### src/rtl/map_table_pkg.sv
// Shared types and sizes for the register-rename map table.
// Tags are ROB indices widened by one bit; the all-zero tag means "in regfile".
package map_table_pkg;

   localparam int REG_SIZE    = 32;
   localparam int ROB_SIZE    = 16;
   localparam int ROB_IDX_LEN = $clog2(ROB_SIZE);
   localparam int TAG_W       = ROB_IDX_LEN + 1;
   localparam int REG_IDX_W   = $clog2(REG_SIZE);

   localparam logic [TAG_W-1:0] ZERO_TAG = '0;

   typedef logic [TAG_W-1:0]     tag_t;
   typedef logic [REG_IDX_W-1:0] reg_idx_t;

   typedef struct packed {
      logic squash;
      tag_t rob_tail;
   } ROB_MT_PACKET;

   typedef struct packed {
      reg_idx_t rs1_dispatch;
      reg_idx_t rs2_dispatch;
   } RS_MT_PACKET;

   typedef struct packed {
      tag_t rs1_tag;
      tag_t rs2_tag;
      logic rs1_ready;
      logic rs2_ready;
   } MT_RS_PACKET;

   // ZERO_TAG is never live, so it must never match the CDB, even an X one.
   function automatic logic cdb_hit(input tag_t tag, input tag_t cdb_tag);
      return (tag != ZERO_TAG) && (tag == cdb_tag);
   endfunction

endpackage

### src/rtl/map_table_entry.sv
// One map-table slot: newest producer tag plus its ready bit.
// Flush beats dispatch, dispatch beats retire, retire beats CDB wakeup.
module map_table_entry
   import map_table_pkg::*;
(
   input  logic clock,
   input  logic reset,
   input  logic flush,
   input  logic dispatch_hit,
   input  tag_t rob_tail,
   input  logic retire_hit,
   input  tag_t cdb_tag,
   output tag_t tag,
   output logic ready
);

   // Slot update with fixed priority among the four sources.
   always_ff @(posedge clock or posedge reset) begin
      if (reset) begin
         tag   <= ZERO_TAG;
         ready <= 1'b0;
      end else if (flush) begin
         tag   <= ZERO_TAG;
         ready <= 1'b0;
      end else if (dispatch_hit) begin
         tag   <= rob_tail;
         ready <= 1'b0;
      end else if (retire_hit) begin
         tag   <= ZERO_TAG;
         ready <= 1'b0;
      end else if (cdb_hit(tag, cdb_tag)) begin
         ready <= 1'b1;
      end
   end

endmodule

### src/rtl/map_table.sv
// Register-rename map table: one slot per architectural register.
// Reads are combinational, see pre-edge state, and bypass the live CDB tag.
module map_table
   import map_table_pkg::*;
(
   input  logic         clock,
   input  logic         reset,
   input  ROB_MT_PACKET rob_mt,
   input  logic         dispatch_enable,
   input  reg_idx_t     rd_dispatch,
   input  RS_MT_PACKET  rs_mt,
   input  tag_t         CDB_tag,
   input  logic         clear,
   input  reg_idx_t     rd_retire,
   output MT_RS_PACKET  mt_rs
);

   tag_t tag_q   [REG_SIZE];
   logic ready_q [REG_SIZE];

   genvar i;
   generate
      for (i = 0; i < REG_SIZE; i++) begin : g_entry
         logic dispatch_hit;
         logic retire_hit;

         // Register 0 is hardwired, so it can never be renamed.
         assign dispatch_hit = (i != 0) && dispatch_enable
                               && (rd_dispatch == reg_idx_t'(i));
         assign retire_hit   = clear && (rd_retire == reg_idx_t'(i));

         map_table_entry u_entry (
            .clock        (clock),
            .reset        (reset),
            .flush        (rob_mt.squash),
            .dispatch_hit (dispatch_hit),
            .rob_tail     (rob_mt.rob_tail),
            .retire_hit   (retire_hit),
            .cdb_tag      (CDB_tag),
            .tag          (tag_q[i]),
            .ready        (ready_q[i])
         );
      end
   endgenerate

   tag_t rs1_tag;
   tag_t rs2_tag;

   // Source operand lookups with same-cycle CDB wakeup bypass.
   always_comb begin
      rs1_tag         = tag_q[rs_mt.rs1_dispatch];
      rs2_tag         = tag_q[rs_mt.rs2_dispatch];
      mt_rs.rs1_tag   = rs1_tag;
      mt_rs.rs2_tag   = rs2_tag;
      mt_rs.rs1_ready = ready_q[rs_mt.rs1_dispatch]
                        | cdb_hit(rs1_tag, CDB_tag);
      mt_rs.rs2_ready = ready_q[rs_mt.rs2_dispatch]
                        | cdb_hit(rs2_tag, CDB_tag);
   end

endmodule

### config.mk
export PLATFORM = sky130hd
export DESIGN_NAME = map_table
export DESIGN_NICKNAME = d
export VERILOG_FILES = /design/src/rtl/map_table_pkg.sv /design/src/rtl/map_table_entry.sv /design/src/rtl/map_table.sv
export SDC_FILE = /design/constraint.sdc
export NUM_CORES = 1
export LEC_CHECK = 0
export ABC_CLOCK_PERIOD_IN_PS = 7400
export BUFFER_PORTS_ARGS = -buffer_cell sky130_fd_sc_hd__buf_2
export CORE_MARGIN = 2
export CORE_UTILIZATION = 39
export CTS_BUF_LIST = sky130_fd_sc_hd__clkbuf_8
export CTS_CLUSTER_SIZE = 28
export DETAILED_ROUTE_END_ITERATION = 12
export GPL_TIMING_DRIVEN = 0
export HOLD_SLACK_MARGIN = 0.06
export MAX_ROUTING_LAYER = met4
export PLACE_DENSITY_LB_ADDON = 0.3
export SLEW_MARGIN = 0
export SYNTH_ARGS = -nofsm -noshare
export SYNTH_HDL_FRONTEND = slang
export SYNTH_SLANG_ARGS = --single-unit
export TNS_END_PERCENT = 100
### constraint.sdc
create_clock -name clock -period 7.4 [get_ports clock]
set_input_delay 0.74 -clock clock [delete_from_list [all_inputs] [get_ports clock]]
set_output_delay 0.74 -clock clock [all_outputs]
set_load 0.02 [all_outputs]
==> results of run 1 <==
registers in the layout (all words and copies together), names as in the netlist:
signal	count
g_entry.u_entry.ready	32
g_entry.u_entry.tag	155
routing by layer:
layer / routed length, um / part of all wire / GRT usage / vias to the layer above
met3: 6350 / 0.11 / 0.0780 / 149
met5: 0 / 0 / - / -
li1: - / - / - / 4740
met4: 2380 / 0.042 / 0.141 / 0
met1: 23500 / 0.41 / 0.495 / 5998
met2: 24700 / 0.43 / 0.507 / 853
worst max path at each step:
stage                                       endpoint  slack, ns  startpoint
after floorplan             g_entry[0].u_entry.ready       1.57       reset
after global placement    g_entry[19].u_entry.tag[2]      -0.79       reset
after detailed placement                    mt_rs[0]       2.30    rs_mt[3]
after CTS                                   mt_rs[0]       2.29    rs_mt[3]
after global routing                        mt_rs[0]       2.09    rs_mt[3]
final                                       mt_rs[0]       2.03    rs_mt[3]
synth_stat cells (3+ instances only):
cell type,number
sky130_fd_sc_hd__buf_1,13
sky130_fd_sc_hd__a21oi_1,37
sky130_fd_sc_hd__clkbuf_1,47
sky130_fd_sc_hd__mux2_1,17
sky130_fd_sc_hd__nor2b_1,16
sky130_fd_sc_hd__xor2_1,7
sky130_fd_sc_hd__buf_4,4
sky130_fd_sc_hd__nand3b_1,5
sky130_fd_sc_hd__a22o_1,65
sky130_fd_sc_hd__o21a_1,31
sky130_fd_sc_hd__o22ai_1,7
sky130_fd_sc_hd__xnor2_1,133
sky130_fd_sc_hd__inv_1,4
sky130_fd_sc_hd__o21ai_0,109
sky130_fd_sc_hd__o31ai_1,9
sky130_fd_sc_hd__nand4_1,35
sky130_fd_sc_hd__nor3b_1,3
sky130_fd_sc_hd__nand2b_1,19
sky130_fd_sc_hd__nand3_1,10
sky130_fd_sc_hd__dfrtp_1,187
sky130_fd_sc_hd__or2_2,3
sky130_fd_sc_hd__a221oi_1,6
sky130_fd_sc_hd__nand4b_1,5
sky130_fd_sc_hd__nor2_1,95
sky130_fd_sc_hd__buf_6,3
sky130_fd_sc_hd__nand2_1,119
sky130_fd_sc_hd__mux4_2,84
sky130_fd_sc_hd__a311oi_1,5
sky130_fd_sc_hd__mux2_2,7
sky130_fd_sc_hd__nor3_1,52
sky130_fd_sc_hd__a211oi_1,4
sky130_fd_sc_hd__buf_2,12
sky130_fd_sc_hd__mux2i_1,18
sky130_fd_sc_hd__nor4_1,31
worst max-delay path, stage by stage:
cell and delay [ns]:
sky130_fd_sc_hd__buf_2 0.22, sky130_fd_sc_hd__clkbuf_1 0.84, sky130_fd_sc_hd__clkbuf_1 0.75, sky130_fd_sc_hd__mux4_2 0.41, sky130_fd_sc_hd__mux2i_1 0.54, sky130_fd_sc_hd__nand2_1 0.15, sky130_fd_sc_hd__a21oi_1 0.20, sky130_fd_sc_hd__a21oi_1 0.08
sky130_fd_sc_hd__o41ai_1 0.38, sky130_fd_sc_hd__o31ai_1 0.14, sky130_fd_sc_hd__buf_2 0.17
power by group through the flow:
stage / Combinational, W / Sequential, W / Clock (W)
detailed placement: 0.000367 / 0.00106 / 0
finish: 0.000381 / 0.00104 / 0.000719
global placement: 0.000365 / 0.00106 / 0
global route: 0.000395 / 0.00104 / 0.000761
floorplan: 0.000223 / 0.00105 / 0
CTS: 0.000369 / 0.00104 / 0.000723
stage by stage:
stage | setup WS (ns) | power (W)
2_1_floorplan | 1.57 | 0.00128
3_3_place_gp | -0.794 | 0.00142
3_5_place_dp | 2.30 | 0.00143
4_1_cts | 2.29 | 0.00213
5_1_grt | 2.09 | 0.00220
6_report | 2.03 | 0.00214
cell families (layout without fill, tap and decap cells):
group,after synthesis,count (layout),share of synthesized area
mux,126,126,0.187
compound gates,297,297,0.158
buf+inv,84,150,0.0294
flops,187,187,0.374
xor+xnor,140,140,0.0981
simple gates,399,399,0.153
other cells,0,2,0
cell type report:
cell class | count | area, um2
well taps | 402 | 503
inverters | 5 | 26.3
plain buffers | 79 | 349
diodes | 2 | 5.00
repair buffers | 34 | 193
clock inverters | 15 | 153
fillers | 3046 | 18000
multi-input cells | 962 | 7450
flip-flops and latches | 187 | 4680
clock buffers | 17 | 234
==> summary by stage, run 1 <==
Run status
The run finished with clean final reports.

Detailed routing
The average routed wire per standard cell is 33.4 um. The via total after detailed routing is 11700. The first routing iteration left 1797 violations. For this run, the detailed router's first-pass iteration total came to 6. The number of design rule violations left after detail routing is 0. The via-per-instance ratio is 6.89. For this block, the routed nets add up to 56900 um of wire. The count of antenna-violating nets left after detailed routing is 0.

CTS
Clock tree synthesis selected as its root buffer the cell sky130_fd_sc_hd__clkbuf_8. In this run, post-CTS hold repair placed 0 buffers. TritonCTS built the clock tree. Clock tree synthesis inserted a total of 17 buffers. In this run the deepest clock path goes through 2 buffers. The clock insertion delay at the later pin of the skew report is 0.54 ns. Clock tree synthesis found a total of 187 sinks. The depth of the CTS H-tree is 4. The number of cells upsized or downsized after cts is 0. After clock tree synthesis, the clock-pin slew on the worst setup and hold paths is 0.11 ns. The number of setup buffers added after CTS is 0.

Floorplan
The floorplan step defined a core boundary enclosing 31600 um2. The die span in y is 183 um. The horizontal die dimension is 183 um. The initial standard-cell utilization of the core is 0.396. Pin placement for this block handled 47 I/O pins. The area enclosed by the die boundary is 33500 um2. The total number of placement rows is 65.

Critical path
The maximum net fanout on the critical path is 10. STA classifies the critical path endpoint as an output pin. The kind of launch point of the worst setup path is an input port. The startpoint of the most critical register-to-register path is g_entry[22].u_entry.tag[0]. For the worst setup path, the data arrival time is 4.63 ns.

The endpoint identified for the worst register-to-register timing path is g_entry[22].u_entry.ready. For the worst setup path, the data required time is 6.66 ns. The cell count of the worst reg-to-reg path is 5. The slack of the worst reg-to-reg path is 5.91 ns. The worst setup path is of the input port to output pin kind.

Finish
Compared with the post-synthesis result, the final layout area differs by 8.76%. The fraction of final layout cells sized beyond drive strength 1 is 0.138. At the end of the flow, the number of nets in the layout was 1321.

Leaving out fill and tap cells, the most frequent cells in the layout are sky130_fd_sc_hd__dfrtp_1 (187), sky130_fd_sc_hd__xnor2_1 (133), sky130_fd_sc_hd__nand2_1 (119). After routing the design area is 13600 um2. Measured on the finished design, the core utilization comes to 0.431. Excluding fillers, the count of instances in the completed layout stands at 1703. The library cell used most frequently in the layout, excluding fill and tap cells, is sky130_fd_sc_hd__dfrtp_1.

Pwr
The internal power of the cells totals 0.00144 W. The static leakage is 5.20 nW. In this run the power spent charging and discharging nets is 0.000704 W. The share of total power dissipated in sequential elements is 0.486. The share of total power dissipated in the clock network is 0.336. VDD sags by at most 129 uV. The combinational share of power is 0.178.

Of the total power, the share spent switching nets is 0.329. The total power divided by cell area is 157 nW/um2.

Timing
Setup repair after global routing left no endpoint under its margin. In the final timing run, aggregate negative setup slack is 0 ns. The number of pins exceeding their max-slew limit in the final report is 0. Setup violations remaining at the end of the flow were counted as 0.

At the pin with the least slew margin, the transition time is 1.40 ns. The timing-limited maximum frequency is 186 MHz. The hold violation count in the final report is 0.

Hold timing on the final database bottoms out at a slack of 0.274 ns. The worst path needs 5.37 ns of the cycle, external delays included. The worst slew margin relative to its limit is 0.0649. The clock skew is 0.0172 ns. Dividing the final minimum period by the clock period gives 0.725.

Synthesis
Counting distinct cell types in the post-synthesis netlist gives 58. The number of standard cells after synthesis is 1233. In the synthesized netlist the dominant register cell turns out to be sky130_fd_sc_hd__dfrtp_1. In this run, synthesis inferred 0 flip-flops with an integrated enable.

After synthesis the cells add up to 12500 um2. Each instance of the synthesized netlist takes up on average 10.1 um2. Sorting the synthesized cells by area gives the leading types as sky130_fd_sc_hd__dfrtp_1 (37%), sky130_fd_sc_hd__mux4_2 (15%), sky130_fd_sc_hd__xnor2_1 (9.3%), sky130_fd_sc_hd__a22o_1 (4.6%), sky130_fd_sc_hd__o21ai_0 (4.4%).

sky130_fd_sc_hd__dfrtp_1 takes more of the synthesized area than any other cell. Counting flops with an async set or reset pin after synthesis yields a share of 1.00. The share of the Yosys chip area taken by registers is 0.374.

The net count of the mapped netlist is 1268. The top cell type's share of synthesized area is 0.374. The post-synthesis sequential element count is 187. Yosys printed 0 warnings.

Placement
The half-perimeter wire length after placement is 41500 um. The number of buffers inserted by port buffering is 33. The last weighted congestion value of the routability-driven placer is 1.06. The number of placed instances with taps included is 1669. The placed instances occupy a cell area of 13200 um2.

Hold path
In this run the worst hold path is classified as input port to asynchronous set/reset pin.

Global routing
The first-pass GRT wire length is 81400 um. The number of antenna violations at the first check in global routing is 4. Entering global routing, the biggest net connects 115 pins. For this run, the total global-route usage over all layers was measured as 0.356. After global routing the overflow that remains totals 0. The via count of the first global-routing pass is 11000.

Job
The max-cap check violation count is 0.
No activity file was read; power rests on OpenSTA's default activity.
==> run 2: changes to the inputs <==
--- a/config.mk
+++ b/config.mk
@@ -5,7 +5,7 @@
 export SDC_FILE = /design/constraint.sdc
 export NUM_CORES = 1
 export LEC_CHECK = 0
-export ABC_CLOCK_PERIOD_IN_PS = 7400
+export ABC_CLOCK_PERIOD_IN_PS = 4700
 export BUFFER_PORTS_ARGS = -buffer_cell sky130_fd_sc_hd__buf_2
 export CORE_MARGIN = 2
 export CORE_UTILIZATION = 39
==> constraint.sdc (replaced) <==
create_clock -name clock -period 4.7 [get_ports clock]
set_input_delay 0.47 -clock clock [delete_from_list [all_inputs] [get_ports clock]]
set_output_delay 0.47 -clock clock [all_outputs]
set_load 0.02 [all_outputs]
==> run 2 against run 1 <==
  * Core utilization is 0.22 points higher
  * Clock power is 54% higher
  * Cell count is 0.23% higher
==> summary by stage, run 2 (synthesized netlist as in run 1, its figures left out) <==
CTS
The H-tree was split into 4 levels. The number of cells upsized or downsized after cts is 0. The number of buffers added to fix hold violations after cts is 1.

The clock passes through at most 2 buffers. The clock net in this run drives a total of 187 sinks. After clock tree synthesis, the setup repair step added 0 buffers. The number of buffers inserted during clock tree synthesis is 17. The clock insertion delay at the later pin of the skew report is 0.53 ns. The register clock-pin slew on the reported worst setup and hold paths is 0.10 ns. The TritonCTS clock tree is yes.

The master cell of the clock root buffer is sky130_fd_sc_hd__clkbuf_8.

Global routing
The number of antenna violations at the first check in global routing is 3. The met3 layer usage reported by global route is 0.104. Entering global routing, the biggest net connects 43 pins. The layer carrying the most global-route usage is met2.

The overflow left after global routing is 0. The met1 capacity usage during global routing is 0.475. In the global route stage, met2 resource usage came out at 0.497. The total global routing track utilization is 0.353. The first global-routing pass estimated 80700 um of wire. The via count of the first global-routing pass is 11100.

Timing
Setup violations remaining at the end of the flow were counted as 0. At the pin with the least slew margin, the transition time is 1.49 ns. The number of pins exceeding their max-slew limit in the final report is 0. Adding up every negative setup slack in the final design gives 0 ns. The clock skew is 0.0143 ns. The shortest clock period the worst path allows after layout is 4.54 ns. The hold violation count in the final report is 0. The share of the clock period used by the worst path is 0.967.

Based on the critical path, the design can be clocked at up to 220 MHz. Setup repair after global routing left no endpoint under its margin. The worst slew margin relative to its limit is 0.00877.

Pwr
Of the total power, registers draw 0.489. Summed over all nets, the switching power comes to 0.00108 W. Of the total power, the clock network draws 0.331. The worst-case IR drop observed on VDD is 168 uV. Cell internal power was estimated by the tool at 0.00227 W. The static leakage is 5.22 nW. The total power divided by cell area is 245 nW/um2. Of the total power, combinational logic draws 0.180. The switching share of power is 0.321.

Critical path
STA classifies the critical path endpoint as an output pin. The endpoint arrival time on the critical path is 4.07 ns. The slack of the worst reg-to-reg path is 3.28 ns. The critical path is of the input port to output pin type.

The critical path goes through buf_2 -> clkbuf_1 -> clkbuf_1 -> nor2_1 -> o32ai_1 -> nand2_1 -> or3b_1 -> o41ai_1 -> o31ai_1 -> buf_2. For this design, the slowest cell found on the critical path is sky130_fd_sc_hd__o32ai_1. Data on the critical path is required at its endpoint by 4.23 ns. The largest single stage delay on the critical path is 0.79 ns. The kind of launch point of the worst setup path is an input port. Along the worst path, the maximum fanout reaches 10.

Finish
The final net count is 1326. g_entry.u_entry.tag holds more flip-flops than any other register. The area growth from synthesis to final layout is 9.31%. The flip-flop count of the largest register after layout is 155. The fraction of final layout cells sized beyond drive strength 1 is 0.139. The largest registers in the layout are g_entry.u_entry.tag x155, g_entry.u_entry.ready x32.

The library cells used most frequently in the layout, excluding fill and tap cells, are sky130_fd_sc_hd__dfrtp_1 (187), sky130_fd_sc_hd__xnor2_1 (133), sky130_fd_sc_hd__nand2_1 (119). The most frequent standard cell in the layout excluding fill and tap cells is sky130_fd_sc_hd__dfrtp_1. The final cell count without fillers is 1707.

Detailed routing
The number of iterations in the first detailed-routing pass is 5. The starting DRC count in detailed routing is 1773. The final wirelength is 56000 um. The final route contains 11700 vias. After detailed routing, the number of remaining DRC violations is 0. The detail route stage leaves a number of antenna-violating nets equal to 0. The average routed wire per standard cell is 32.8 um. In the routed layout, each cell is associated on average with a via count of 6.83.

Floorplan
The horizontal die dimension is 183 um. The floorplan step defined a die boundary enclosing 33500 um2. The initial utilization of the core area, before any placement, comes to 0.396. From bottom edge to top edge, the die measures 183 um. The I/O pin count is 47. In this run the core area contains 65 standard-cell rows.

The core region is 31600 um2.

Placement
Including well taps, the total number of placed cells is 1673. Detailed placement ended at an HPWL of 40900 um. The number of buffers inserted by port buffering is 33. The last weighted congestion value of the routability-driven placer is 1.05.

Job
Across the run, the number of max-cap violations was 0.

Run status
The run finished with clean final reports.

Hold path
The min-delay analysis places its worst path in the category input port to asynchronous set/reset pin.
run 2: cell types whose count changed in the layout (fill, tap and decap cells not counted):
| cell | change |
|---|---|
| sky130_fd_sc_hd__clkbuf_8 | +1 |
| sky130_fd_sc_hd__buf_12 | +5 |
| sky130_fd_sc_hd__diode_2 | +1 |
| sky130_fd_sc_hd__dlygate4sd3_1 | +1 |
| sky130_fd_sc_hd__clkinvlp_4 | +1 |
| sky130_fd_sc_hd__buf_16 | -1 |
| sky130_fd_sc_hd__inv_8 | -1 |
| sky130_fd_sc_hd__clkinv_4 | -3 |
run 2: per-stage QoR:
stage	hold slack [ns]	cell area, um2	util	worst slack [ns]	power (W)
after global placement	0.491	13200	0.417	0.336	0.00224
after CTS	0.452	13700	0.433	0.300	0.00333
final	0.456	13700	0.433	0.157	0.00335
after global routing	0.472	13700	0.433	0.0717	0.00344
after floorplan	0.475	12500	-	1.17	0.00201
after detailed placement	0.471	13300	0.421	0.318	0.00225
run 2: final timing paths:
check / startpoint / to / cells past startpoint
setup / recovery: rs_mt[3] / mt_rs[0] / 10
hold / removal: reset / g_entry[5].u_entry.tag[4] / 3
setup reg to reg: g_entry[10].u_entry.tag[0] / g_entry[10].u_entry.ready / 5
hold reg to reg: g_entry[10].u_entry.ready / g_entry[10].u_entry.ready / 1
max in group asynchronous: reset / g_entry[17].u_entry.tag[4] / 6
min in group clock: rob_mt[2] / g_entry[23].u_entry.tag[2] / 3
run 2: power groups by stage:
stage | clock network (W) | registers (W) | logic [W]
finish | 0.00111 | 0.00164 | 0.000604
global route | 0.00118 | 0.00164 | 0.000628
CTS | 0.00111 | 0.00163 | 0.000585
detailed placement | 0 | 0.00167 | 0.000583
global placement | 0 | 0.00167 | 0.000570
floorplan | 0 | 0.00166 | 0.000351
run 2: critical path: cells and delay by family:
kind            cells  cell delay, ns
compound gates      3            1.13
buf+inv             4            1.90
simple gates        3            0.55
run 2: area by class of cell:
class                   count  area (um2)
plain buffers              79         349
diodes                      3        7.51
inverters                   5        22.5
flip-flops and latches    187        4680
multi-input cells         962        7450
clock buffers              18         248
fillers                  3081       17900
repair buffers             39         275
well taps                 402         503
clock inverters            12         126
run 2: layer usage:
layer	vias to the layer above	routed length (um)
met5	-	0
met4	0	2710
met3	175	7150
met2	855	23700
met1	5881	22400
li1	4749	-
